## src/rtl/int_ctrl_if.sv

```systemverilog
// ---------------------------------------------------------------------------
// int_ctrl_if
// Purpose : bundles the CPU-facing signals of the interrupt controller.
// Signals :
//   irq      [3:0]  interrupt request lines (bit 3 highest priority)
//   gie             global interrupt enable
//   maskWe          mask register write strobe
//   maskDin  [3:0]  new mask value (1 = line enabled)
//   ack             CPU accepts the presented interrupt (one-cycle pulse)
//   rti             CPU returns from the current handler (one-cycle pulse)
//   req             interrupt request to the CPU
//   addrInt  [15:0] vector of the presented interrupt, 0 when req is low
//   pend     [3:0]  pending register
//   isr      [3:0]  in-service register
//   mask     [3:0]  mask register readback
// Modports: master = CPU/system side, slave = controller side.
// ---------------------------------------------------------------------------
interface int_ctrl_if;
  logic [3:0]  irq;
  logic        gie;
  logic        maskWe;
  logic [3:0]  maskDin;
  logic        ack;
  logic        rti;
  logic        req;
  logic [15:0] addrInt;
  logic [3:0]  pend;
  logic [3:0]  isr;
  logic [3:0]  mask;

  modport master (
    output irq, gie, maskWe, maskDin, ack, rti,
    input  req, addrInt, pend, isr, mask
  );

  modport slave (
    input  irq, gie, maskWe, maskDin, ack, rti,
    output req, addrInt, pend, isr, mask
  );
endinterface

```

## src/rtl/int_ctrl.sv

```systemverilog
// ---------------------------------------------------------------------------
// int_ctrl
// Purpose : four-line prioritised, nestable interrupt controller. Rising
//           edges on the request lines become pending bits; the highest
//           eligible line is presented to the CPU with its vector address
//           until the CPU acknowledges it (moves to in-service) or the line
//           stops being eligible (withdraw). RTI retires the highest
//           in-service level.
// Ports   :
//   clk_i   rising-edge clock
//   rst_ni  asynchronous active-low reset
//   bus     int_ctrl_if.slave (irq/gie/mask/ack/rti in, req/addr/regs out)
// ---------------------------------------------------------------------------
module int_ctrl (
  input  logic      clk_i,
  input  logic      rst_ni,
  int_ctrl_if.slave bus
);

  typedef enum logic {
    IDLE    = 1'b0,
    PRESENT = 1'b1
  } state_e;

  state_e      state_q, state_d;
  logic [1:0]  win_q, win_d;
  logic [3:0]  irq_q;
  logic [3:0]  pend_q, pend_d;
  logic [3:0]  isr_q, isr_d;
  logic [3:0]  mask_q, mask_d;

  logic [3:0]  rise;
  logic [3:0]  isrAllow;
  logic [3:0]  eligible;
  logic        anyEligible;
  logic [1:0]  winner;
  logic [3:0]  isrTop;
  logic [3:0]  winOneHot;
  logic        ackTake;

  // Map a line index onto its handler vector address.
  function automatic logic [15:0] vectorOf(input logic [1:0] line);
    logic [15:0] v;
    case (line)
      2'd0:    v = 16'hFFF0;
      2'd1:    v = 16'hFFF2;
      2'd2:    v = 16'hFFFA;
      default: v = 16'hFFFC;
    endcase
    return v;
  endfunction

  // Edge detection: a line counts once per low-to-high transition. Since
  // irq_q clears in reset, a line already high at release counts as an edge.
  assign rise = bus.irq & ~irq_q;

  // A line may only preempt if no in-service bit sits at its own index or
  // above; with ISR empty every line is allowed.
  always_comb begin
    isrAllow = '0;
    for (int i = 0; i < 4; i++) begin
      isrAllow[i] = ~|(isr_q >> i);
    end
  end

  assign eligible    = {4{bus.gie}} & pend_q & mask_q & isrAllow;
  assign anyEligible = |eligible;

  // Highest-index eligible line wins.
  always_comb begin
    winner = 2'd0;
    if (eligible[3])      winner = 2'd3;
    else if (eligible[2]) winner = 2'd2;
    else if (eligible[1]) winner = 2'd1;
    else                  winner = 2'd0;
  end

  // One-hot of the highest in-service bit, i.e. the level RTI retires.
  always_comb begin
    isrTop = '0;
    if (isr_q[3])      isrTop = 4'b1000;
    else if (isr_q[2]) isrTop = 4'b0100;
    else if (isr_q[1]) isrTop = 4'b0010;
    else if (isr_q[0]) isrTop = 4'b0001;
  end

  assign winOneHot = 4'b0001 << win_q;

  // Presentation FSM. ACK outranks the withdraw check, and an ACK seen
  // while idle simply does nothing.
  always_comb begin
    state_d = state_q;
    win_d   = win_q;
    ackTake = 1'b0;
    case (state_q)
      IDLE: begin
        if (anyEligible) begin
          state_d = PRESENT;
          win_d   = winner;
        end
      end
      PRESENT: begin
        if (bus.ack) begin
          ackTake = 1'b1;
          state_d = IDLE;
        end else if (!eligible[win_q]) begin
          state_d = IDLE;
        end
      end
      default: begin
        state_d = IDLE;
      end
    endcase
  end

  // Register next-state: a fresh edge on the acknowledged line re-arms its
  // pending bit in the same cycle. RTI works on the pre-edge ISR, so it can
  // coexist with an ACK setting the (necessarily higher) winning bit.
  always_comb begin
    pend_d = (pend_q & ~(ackTake ? winOneHot : 4'b0000)) | rise;
    isr_d  = (isr_q & ~(bus.rti ? isrTop : 4'b0000)) |
             (ackTake ? winOneHot : 4'b0000);
    mask_d = bus.maskWe ? bus.maskDin : mask_q;
  end

  // All state registers; reset also drops any latched winner.
  always_ff @(posedge clk_i or negedge rst_ni) begin
    if (!rst_ni) begin
      state_q <= IDLE;
      win_q   <= 2'd0;
      irq_q   <= 4'b0000;
      pend_q  <= 4'b0000;
      isr_q   <= 4'b0000;
      mask_q  <= 4'hF;
    end else begin
      state_q <= state_d;
      win_q   <= win_d;
      irq_q   <= bus.irq;
      pend_q  <= pend_d;
      isr_q   <= isr_d;
      mask_q  <= mask_d;
    end
  end

  // Outputs come straight from registers so they are stable for the whole
  // presentation and vanish the instant reset asserts.
  assign bus.req     = (state_q == PRESENT);
  assign bus.addrInt = (state_q == PRESENT) ? vectorOf(win_q) : 16'h0000;
  assign bus.pend    = pend_q;
  assign bus.isr     = isr_q;
  assign bus.mask    = mask_q;

endmodule

```

## src/flat_wrapper.sv

```systemverilog
// flat-port wrapper written by rule: the top's interface ports become plain ports
module int_ctrl_flat 
  (clk_i, rst_ni, bus_irq, bus_gie, bus_maskWe, bus_maskDin, bus_ack, bus_rti, bus_req, bus_addrInt, bus_pend, bus_isr, bus_mask);
  int_ctrl_if bus_i ();
  input  logic clk_i;
  input  logic rst_ni;
  input wire logic [$bits(bus_i.irq)-1:0] bus_irq;
  input wire logic [$bits(bus_i.gie)-1:0] bus_gie;
  input wire logic [$bits(bus_i.maskWe)-1:0] bus_maskWe;
  input wire logic [$bits(bus_i.maskDin)-1:0] bus_maskDin;
  input wire logic [$bits(bus_i.ack)-1:0] bus_ack;
  input wire logic [$bits(bus_i.rti)-1:0] bus_rti;
  output wire logic [$bits(bus_i.req)-1:0] bus_req;
  output wire logic [$bits(bus_i.addrInt)-1:0] bus_addrInt;
  output wire logic [$bits(bus_i.pend)-1:0] bus_pend;
  output wire logic [$bits(bus_i.isr)-1:0] bus_isr;
  output wire logic [$bits(bus_i.mask)-1:0] bus_mask;
  assign bus_i.irq = bus_irq;
  assign bus_i.gie = bus_gie;
  assign bus_i.maskWe = bus_maskWe;
  assign bus_i.maskDin = bus_maskDin;
  assign bus_i.ack = bus_ack;
  assign bus_i.rti = bus_rti;
  assign bus_req = bus_i.req;
  assign bus_addrInt = bus_i.addrInt;
  assign bus_pend = bus_i.pend;
  assign bus_isr = bus_i.isr;
  assign bus_mask = bus_i.mask;
  int_ctrl u_core (.clk_i(clk_i), .rst_ni(rst_ni), .bus(bus_i));
endmodule
```

## config.mk

```make
export PLATFORM = sky130hd
export DESIGN_NAME = int_ctrl_flat
export DESIGN_NICKNAME = d
export VERILOG_FILES = /design/src/rtl/int_ctrl_if.sv /design/src/rtl/int_ctrl.sv /design/src/flat_wrapper.sv
export SDC_FILE = /design/constraint.sdc
export NUM_CORES = 1
export LEC_CHECK = 0
export ABC_AREA = 1
export BUFFER_PORTS_ARGS = -buffer_cell sky130_fd_sc_hd__buf_2
export CAP_MARGIN = 20
export CORE_ASPECT_RATIO = 0.75
export CORE_UTILIZATION = 35
export CTS_BUF_LIST = sky130_fd_sc_hd__clkbuf_8
export CTS_CLUSTER_SIZE = 20
export DETAILED_ROUTE_END_ITERATION = 12
export GPL_TIMING_DRIVEN = 0
export SYNTH_ARGS = -nofsm -noshare
export SYNTH_HDL_FRONTEND = slang
export SYNTH_SLANG_ARGS = --single-unit
```

## constraint.sdc

```tcl
create_clock -name clk_i -period 1.7 [get_ports clk_i]
set_clock_uncertainty 0.1 [all_clocks]
set_input_delay 0.17 -clock clk_i [delete_from_list [all_inputs] [get_ports clk_i]]
set_output_delay 0.17 -clock clk_i [all_outputs]
set_load 0.05 [all_outputs]
```

==> results.sh, run 1 <==
export IMPL_maxSlewViolCount=0
export IMPL_reg2reg_depth=7
export IMPL_drt_wirelength_per_cell_um=9.47
export IMPL_crit_end="bus_addrInt[1]"
export IMPL_die_w_um=64.4
export IMPL_placement_rows=16
export IMPL_dieHeight_um=48.8
export IMPL_grt_pass1_vias=810
export IMPL_postSynthAreaPerCell_um2=8.75
export IMPL_drv_cap=0
export IMPL_finalCriticalPeriod_ns=1.60
export IMPL_cts_max_path_buffers=2
export IMPL_synth_area_um2=1020
export IMPL_cp_arrival_ns=1.33
export IMPL_timing_rr_end="u_core.bus.pend[2]$_DFF_PN0_"
export IMPL_required_ns=1.43
export IMPL_synth_ff_latch_count=19
export IMPL_hold_path_class="input pin to flop"
export IMPL_port_buffer_count=41
export IMPL_design_core_area_um2=2680
export IMPL_drtAntennaViolNets=0
export IMPL_grt_setup_unrepaired="false"
export IMPL_crit_buf_inv=3
export IMPL_end_kind="primary output"
export IMPL_num_vias=867
export IMPL_grt_overflow_total=0
export IMPL_fmax_mhz=625
export IMPL_cts_tree="built"
export IMPL_clk_latency_ns=0.25
export IMPL_drive_above_1_share=0.473
export IMPL_cts_clk_slew_worst_paths_ns=0.07
export IMPL_synthCells=117
export IMPL_synth_nets=136
export IMPL_critPathMaxStageDelay_ns=0.45
export IMPL_timing_final_crit_share=0.941
export IMPL_synthToLayoutAreaGrowth_pct=35.8
export IMPL_track_usage=0.140
export IMPL_io_pins=43
export IMPL_drc=0
export IMPL_crit_path_max_fanout=7
export IMPL_path_class="flop to primary output"
export IMPL_finalHoldViolations=0
export IMPL_diodes=0
export IMPL_place_gp_congestion=0.847
export IMPL_drt_iter0_drc=7
export IMPL_cts_sinks=19
export IMPL_startpoint="u_core.win_q[0]$_DFFE_PN0P_"
export IMPL_critPathLaunchType="flop"
export IMPL_wl_um=1920
export IMPL_most_common_layout_cells="buf_2 (39), nand2_1 (26), inv_1 (16)"
export IMPL_worst_path_stages=5
export IMPL_yosysUniqueCellTypes=17
export IMPL_dp_hpwl_um=1550
export IMPL_cts_root_buf="clkbuf_8"
export IMPL_r2r_slack_ns=0.39
export IMPL_postCtsSetupBuffers=0
export IMPL_ys_warn_count=0
export IMPL_ys_seq_area_frac=0.469
export IMPL_cts_buffers=3
export IMPL_first_pass_iters=4
export IMPL_final_common_cell="buf_2"
export IMPL_start_util=0.382
export IMPL_htreeDepth=1
export IMPL_tns_ns=0
export IMPL_timing_rr_start="u_core.win_q[0]$_DFFE_PN0P_"
export IMPL_setup_viol=0
export IMPL_via_per_inst=4.27
export IMPL_nNetsFinal=187
export IMPL_cp_slowest_cell="dfrtp_2"
export IMPL_die_area_um2=3150
export IMPL_outcome="completed"
export IMPL_crit_chain="inv_4, ha_1, nand2_1, inv_1, buf_4"
export IMPL_grt_max_degree=21
export IMPL_critPathTopFamily="flip-flops"
export IMPL_grt_pass1_wl_um=3410
export IMPL_antenna_found_initial=0
## worst min-delay path by stage
stage                                  end  slack, ns  cells past startpoint     from
5_1_grt        u_core.bus.isr[3]$_DFF_PN0_       0.03                      2  bus_rti
3_5_place_dp     u_core.irq_q[2]$_DFF_PN0_       0.03                      1   rst_ni
6_report       u_core.bus.isr[3]$_DFF_PN0_       0.02                      2  bus_rti
4_1_cts        u_core.bus.isr[3]$_DFF_PN0_       0.02                      2  bus_rti
3_3_place_gp     u_core.irq_q[2]$_DFF_PN0_       0.02                      1   rst_ni
2_1_floorplan  u_core.bus.isr[0]$_DFF_PN0_      -0.23                      0   rst_ni
## worst reg2reg max path, delay by kind of cell (launching register included)
kind	cells	cell delay, ns
adders and majority gates	1	0.14
buffers and inverters	3	0.22
DFF	1	0.47
AOI/OAI and AO/OA	1	0.07
and+or+nand+nor	2	0.21
## routing by layer
| metal | wire length, um | vias to the layer above | track usage |
|---|---|---|---|
| met5 | 0 | - | 0 |
| met4 | 9 | 0 | 0.0444 |
| met3 | 157 | 2 | 0.0421 |
| met2 | 803 | 35 | 0.212 |
| met1 | 953 | 383 | 0.193 |
| li1 | - | 447 | - |
## cell type report
class	instances	area (um^2)
Timing Repair Buffer	46	264
Fill cell	265	1290
Clock inverter	1	3.75
Buffer	13	97.6
Multi-Input combinational cell	68	385
Tap cell	36	45.0
Clock buffer	3	41.3
Sequential cell	19	487
Inverter	17	66.3
## flip-flops by register name, summed over array words and instances, names as in the netlist
| signal | flops |
|---|---|
| u_core.bus.mask | 4 |
| u_core.irq_q | 4 |
| u_core.bus.req | 1 |
| u_core.win_q | 2 |
| u_core.bus.isr | 4 |
| u_core.bus.pend | 4 |
## what timing repair did
action / in CTS / in global routing
cloned: 0 / 0
hold endpoints to repair: 19 / 0
endpoints found under the setup margin: 2 / 2
gates resized for setup: 3 / 5
hold buffers: 5 / 0
## synthesized netlist by cell type (all sizes together)
cell,count,area share
mux2,4,0.044
o22ai,1,0.0061
nand2,30,0.12
o21ai,9,0.048
inv,17,0.062
ha,5,0.061
conb,1,0.0037
buf,13,0.095
nor2,8,0.042
dfstp,4,0.10
nand3,10,0.049
dfrtp,15,0.37
## cell families after synthesis
kind of cell / share of synthesized area
multiplexers: 0.0440
flip-flops: 0.469
AND/OR/NAND/NOR: 0.210
other: 0.00366
buffers and inverters: 0.158
adder cells (fa/ha/maj): 0.0611
AO/OA/AOI/OAI: 0.0538
## through the flow
| step | setup WS (ns) | instances | cell area, um^2 | util | hold WS [ns] |
|---|---|---|---|---|---|
| 6_report | 0.101 | 203 | 1390 | 0.518 | 0.0184 |
| 5_1_grt | 0.0160 | 203 | 1390 | 0.518 | 0.0348 |
| 4_1_cts | 0.0330 | 203 | 1380 | 0.514 | 0.0163 |
| 3_5_place_dp | 0.192 | 194 | 1280 | 0.477 | 0.0284 |
| 3_3_place_gp | 0.204 | 194 | 1280 | 0.477 | 0.0196 |
| 2_1_floorplan | 0.0960 | 117 | 1030 | - | -0.226 |
Power of run 1 is left out: the tool's default activity adds up to more than one toggle a clock period on the data nets, which glitch-free logic cannot reach.
==> inputs of run 2 (changes only) <==
==> constraint.sdc (replaced) <==
create_clock -name clk_i -period 1.7 [get_ports clk_i]
set_clock_uncertainty 0.1 [all_clocks]
set_input_delay 0.17 -clock clk_i [delete_from_list [all_inputs] [get_ports clk_i]]
set_output_delay 0.17 -clock clk_i [all_outputs]
set_load 0.02 [all_outputs]
==> results.sh, run 2 (synthesized netlist as in run 1, its figures left out) <==
export IMPL_min_to="u_core.bus.isr[3]$_DFF_PN0_"
export IMPL_end_kind="primary output"
export IMPL_maxSlewViolCount=0
export IMPL_postCtsSetupBuffers=0
export IMPL_dieHeight_um=48.8
export IMPL_outcome="completed"
export IMPL_design_core_area_um2=2680
export IMPL_total_power_mw=2.34
export IMPL_crit_chain="inv_2, ha_1, inv_1, o21ai_0, buf_2"
export IMPL_track_usage=0.148
export IMPL_cp_slowest_cell="dfrtp_2"
export IMPL_critPathMaxStageDelay_ns=0.46
export IMPL_nNetsFinal=187
export IMPL_crit_buf_inv=3
export IMPL_final_cells=203
export IMPL_utilization=0.513
export IMPL_grt_setup_unrepaired="false"
export IMPL_io_pins=43
export IMPL_tns_ns=0
export IMPL_cts_clk_slew_worst_paths_ns=0.07
export IMPL_first_pass_iters=3
export IMPL_via_per_inst=4.15
export IMPL_hold_path_class="input pin to flop"
export IMPL_cts_max_path_buffers=2
export IMPL_hold_depth=2
export IMPL_required_ns=1.43
export IMPL_power_density_nw_per_um2=1700
export IMPL_drv_cap=0
export IMPL_place_gp_congestion=0.831
export IMPL_hp_start="bus_rti"
export IMPL_fmax_mhz=631
export IMPL_grt_max_degree=21
export IMPL_most_common_layout_cells="buf_2 (41), nand2_1 (26), inv_1 (14)"
export IMPL_timing_final_crit_share=0.932
export IMPL_placement_rows=16
export IMPL_critPathLaunchType="flop"
export IMPL_dp_slack_ns=0.167
export IMPL_die_area_um2=3150
export IMPL_final_common_cell="buf_2"
export IMPL_synthToLayoutAreaGrowth_pct=34.5
export IMPL_clk_latency_ns=0.26
export IMPL_timing_rr_end="u_core.win_q[0]$_DFFE_PN0P_"
export IMPL_grt_pass1_wl_um=3600
export IMPL_finalHoldViolations=0
export IMPL_crit_path_max_fanout=7
export IMPL_dp_cells=194
export IMPL_drt_wirelength_per_cell_um=10.0
export IMPL_num_vias=842
export IMPL_drc=0
export IMPL_drive_above_1_share=0.479
export IMPL_drt_iter0_drc=24
export IMPL_fin_area_um2=1380
export IMPL_critPathTopFamily="flip-flops"
export IMPL_cts_root_buf="clkbuf_8"
export IMPL_p_leak_nw=0.780
export IMPL_timing_rr_start="u_core.bus.mask[1]$_DFFE_PN1P_"
export IMPL_cts_sinks=19
export IMPL_grt_overflow_total=0
export IMPL_die_w_um=64.4
export IMPL_worst_slack_ns=0.116
export IMPL_reg2reg_depth=7
export IMPL_setup_viol=0
export IMPL_ir_worst_vdd_uv=700
export IMPL_cts_buffers=3
export IMPL_r2r_slack_ns=0.43
export IMPL_grt_pass1_vias=827
export IMPL_finalCriticalPeriod_ns=1.58
export IMPL_antenna_found_initial=0
export IMPL_cts_tree="built"
export IMPL_port_buffer_count=41
export IMPL_worst_hold_slack_ns=0.00930
export IMPL_dp_hpwl_um=1600
export IMPL_start_util=0.382
export IMPL_cp_arrival_ns=1.31
export IMPL_diodes=0
export IMPL_drtAntennaViolNets=0
export IMPL_path_class="flop to primary output"
export IMPL_htreeDepth=1
export IMPL_postPlaceCellArea_um2=1270
export IMPL_wl_um=2040
## run 2: worst max path at each step
stage | startpoint | end | slack [ns] | cells after the start
6_report | u_core.win_q[0]$_DFFE_PN0P_ | bus_addrInt[3] | 0.12 | 5
5_1_grt | u_core.win_q[0]$_DFFE_PN0P_ | bus_addrInt[3] | 0.003 | 5
4_1_cts | u_core.win_q[0]$_DFFE_PN0P_ | bus_addrInt[3] | 0.05 | 5
3_5_place_dp | u_core.bus.req$_DFF_PN0_ | bus_addrInt[3] | 0.17 | 3
3_3_place_gp | u_core.bus.req$_DFF_PN0_ | bus_addrInt[3] | 0.21 | 3
2_1_floorplan | u_core.bus.req$_DFF_PN0_ | bus_addrInt[3] | 0.009 | 2
## run 2: timing repair
item,4_1_cts,5_1_grt
hold buffers,5,0
endpoints found under the setup margin,2,2
pin swaps,0,0
resized for setup,2,3
endpoints found under the hold margin,19,0
## run 2: area by class of cell
class	count	area, um^2
buffer	13	97.6
clock buffer	3	41.3
clock inverter	1	7.51
fill	266	1310
inverter	17	63.8
multi-input combinational	68	382
sequential	19	484
tap	36	45.0
timing repair buffer	46	255
## run 2: power by group
part	leakage (nW)	internal, mW	switching, mW
sequential	0.214	0.581	0.161
clock	0.0217	0.165	0.157
combinational	0.544	0.524	0.753
## run 2: layer usage
metal	track usage	routed length, um
met4	0.0222	16
met3	0.0537	129
met5	0	0
met2	0.233	860
met1	0.197	1030
## run 2: worst register-to-register path, stage by stage, from the launching register on
cell     delay, ns
dfstp_2       0.54
nand2_1       0.08
nor2_4        0.12
nand2_2       0.06
nand2_1       0.07
nand2_2       0.06
nand3_1       0.07
nand2_1       0.05
Note: power is estimated with default switching activity, not from simulation.
==> inputs of run 3 (changes only) <==
--- a/config.mk
+++ b/config.mk
@@ -8,12 +8,15 @@
 export ABC_AREA = 1
 export BUFFER_PORTS_ARGS = -buffer_cell sky130_fd_sc_hd__buf_2
 export CAP_MARGIN = 20
+export CELL_PAD_IN_SITES_DETAIL_PLACEMENT = 1
+export CELL_PAD_IN_SITES_GLOBAL_PLACEMENT = 2
 export CORE_ASPECT_RATIO = 0.75
-export CORE_UTILIZATION = 35
+export CORE_UTILIZATION = 24
 export CTS_BUF_LIST = sky130_fd_sc_hd__clkbuf_8
 export CTS_CLUSTER_SIZE = 20
 export DETAILED_ROUTE_END_ITERATION = 12
 export GPL_TIMING_DRIVEN = 0
+export PLACE_DENSITY_LB_ADDON = 0.1
 export SYNTH_ARGS = -nofsm -noshare
 export SYNTH_HDL_FRONTEND = slang
 export SYNTH_SLANG_ARGS = --single-unit
==> constraint.sdc (replaced) <==
create_clock -name clk_i -period 1.4 [get_ports clk_i]
set_clock_uncertainty 0.1 [all_clocks]
set_input_delay 0.14 -clock clk_i [delete_from_list [all_inputs] [get_ports clk_i]]
set_output_delay 0.14 -clock clk_i [all_outputs]
set_load 0.02 [all_outputs]
==> results.sh, run 3 (synthesized netlist as in run 1, its figures left out) <==
export IMPL_outcome="complete, but fails checks"
export IMPL_violations="setup timing"
export IMPL_num_fill_cells=485
export IMPL_startpoint="u_core.win_q[0]$_DFFE_PN0P_"
export IMPL_ir_worst_vdd_uv=674
export IMPL_placement_rows=20
export IMPL_power_density_nw_per_um2=2100
export IMPL_total_power_mw=3.25
export IMPL_cts_buffers=3
export IMPL_clk_latency_ns=0.25
export IMPL_switchingPower_mw=1.44
export IMPL_cts_sinks=19
export IMPL_critPathLaunchType="flop"
export IMPL_swShare=0.443
export IMPL_final_common_cell="buf_2"
export IMPL_die_area_um2=4530
export IMPL_grt_pass1_vias=960
export IMPL_combPwrFrac=0.623
export IMPL_die_w_um=77.4
export IMPL_met2_usage=0.216
export IMPL_diodes=0
export IMPL_grt_setup_unrepaired="true"
export IMPL_p_int_mw=1.81
export IMPL_drtAntennaViolNets=0
export IMPL_grt_most_used_layer="met2"
export IMPL_first_pass_iters=4
export IMPL_grt_pass1_wl_um=4590
export IMPL_cts_max_path_buffers=2
export IMPL_port_buffer_count=41
export IMPL_cts_root_buf="clkbuf_8"
export IMPL_antenna_found_initial=0
export IMPL_crit_path_max_fanout=4
export IMPL_gr_usage_met3=0.0248
export IMPL_worst_hold_slack_ns=0.0167
export IMPL_nNetsFinal=198
export IMPL_io_pins=43
export IMPL_cp_arrival_ns=1.22
export IMPL_grt_use_met1=0.176
export IMPL_path_class="flop to primary output"
export IMPL_pwr_share_clk=0.117
export IMPL_maxSlewViolCount=0
export IMPL_hold_path_class="input pin to flop"
export IMPL_drt_iter0_drc=13
export IMPL_most_common_layout_cells="buf_2 (38), nand2_1 (25), buf_4 (23)"
export IMPL_grt_max_degree=20
export IMPL_reg2reg_depth=6
export IMPL_drive_above_1_share=0.562
export IMPL_htreeDepth=1
export IMPL_drt_wirelength_per_cell_um=11.0
export IMPL_setup_viol=2
export IMPL_finalHoldViolations=0
export IMPL_start_util=0.251
export IMPL_drc=0
export IMPL_track_usage=0.132
export IMPL_num_vias=930
export IMPL_p_leak_nw=0.837
export IMPL_design_core_area_um2=4080
export IMPL_synthToLayoutAreaGrowth_pct=51.6
export IMPL_grt_overflow_total=0
export IMPL_hold_depth=2
export IMPL_cts_tree="built"
export IMPL_place_gp_congestion=0.766
export IMPL_dp_hpwl_um=1940
export IMPL_drv_cap=0
export IMPL_via_per_inst=3.99
export IMPL_timing_rr_start="u_core.win_q[1]$_DFFE_PN0P_"
export IMPL_finalCriticalPeriod_ns=1.46
export IMPL_end_kind="primary output"
export IMPL_timing_final_crit_share=1.04
export IMPL_cts_clk_slew_worst_paths_ns=0.07
export IMPL_wl_um=2550
export IMPL_fmax_mhz=687
export IMPL_p_seq_frac=0.261
export IMPL_worst_slack_ns=-0.0560
export IMPL_hp_start="bus_maskDin[1]"
export IMPL_required_ns=1.16
export IMPL_dieHeight_um=58.6
## run 3: path summary, 6_finish.rpt
| path | slack (ns) | to |
|---|---|---|
| max | -0.06 | bus_addrInt[3] |
| min | 0.02 | u_core.bus.mask[1]$_DFFE_PN1P_ |
| max reg2reg | 0.09 | u_core.bus.isr[1]$_DFF_PN0_ |
| min reg2reg | 0.32 | u_core.bus.pend[3]$_DFF_PN0_ |
| max in group asynchronous | 0.63 | u_core.bus.mask[3]$_DFFE_PN1P_ |
| min in group asynchronous | 0.25 | u_core.irq_q[2]$_DFF_PN0_ |
## run 3: critical path, cell delays in order, from the launching register on
cell and delay [ns]:
dfrtp_2 0.45, inv_4 0.10, ha_4 0.13, inv_2 0.03, o21ai_1 0.10, buf_4 0.15
## run 3: per-stage QoR
step / TNS [ns] / utilization / cell area (um^2) / instances / setup slack (ns)
floorplan: 0 / - / 1020 / 117 / 0.0979
global placement: -0.0114 / 0.318 / 1300 / 213 / -0.0114
detailed placement: 0 / 0.318 / 1300 / 213 / 0.00569
CTS: -0.154 / 0.369 / 1500 / 231 / -0.0683
global route: -0.321 / 0.380 / 1550 / 233 / -0.124
finish: -0.110 / 0.380 / 1550 / 233 / -0.0560
## run 3: power groups by stage
stage | Sequential, mW | Combinational (mW) | Clock, mW
after floorplan | 0.999 | 0.996 | 0
after global routing | 0.875 | 2.25 | 0.429
after CTS | 0.848 | 1.94 | 0.395
after global placement | 0.904 | 1.57 | 0
after detailed placement | 0.914 | 1.58 | 0
final | 0.848 | 2.02 | 0.380
## run 3: cell type report
cell class	instances	area, um^2	area share
Buffer	13	97.6	0.0629
Multi-Input combinational cell	68	429	0.277
Clock inverter	1	5.00	0.00323
Clock buffer	3	41.3	0.0266
Inverter	17	66.3	0.0427
Timing Repair Buffer	57	359	0.231
Sequential cell	19	484	0.312
Tap cell	55	68.8	0.0444
## run 3: repair_timing
| action | 4_1_cts | 5_1_grt |
|---|---|---|
| pin swaps | 3 | 3 |
| endpoints found under the setup margin | 3 | 17 |
| hold endpoints to repair | 20 | 0 |
| setup buffers | 8 | 2 |
| hold buffers | 6 | 0 |
| gates resized for setup | 12 | 12 |
## run 3: per-layer routing
layer / share of wire / up-vias
met5: 0 / -
met4: 0.0074 / 0
met3: 0.055 / 2
met2: 0.45 / 31
met1: 0.49 / 427
li1: - / 470
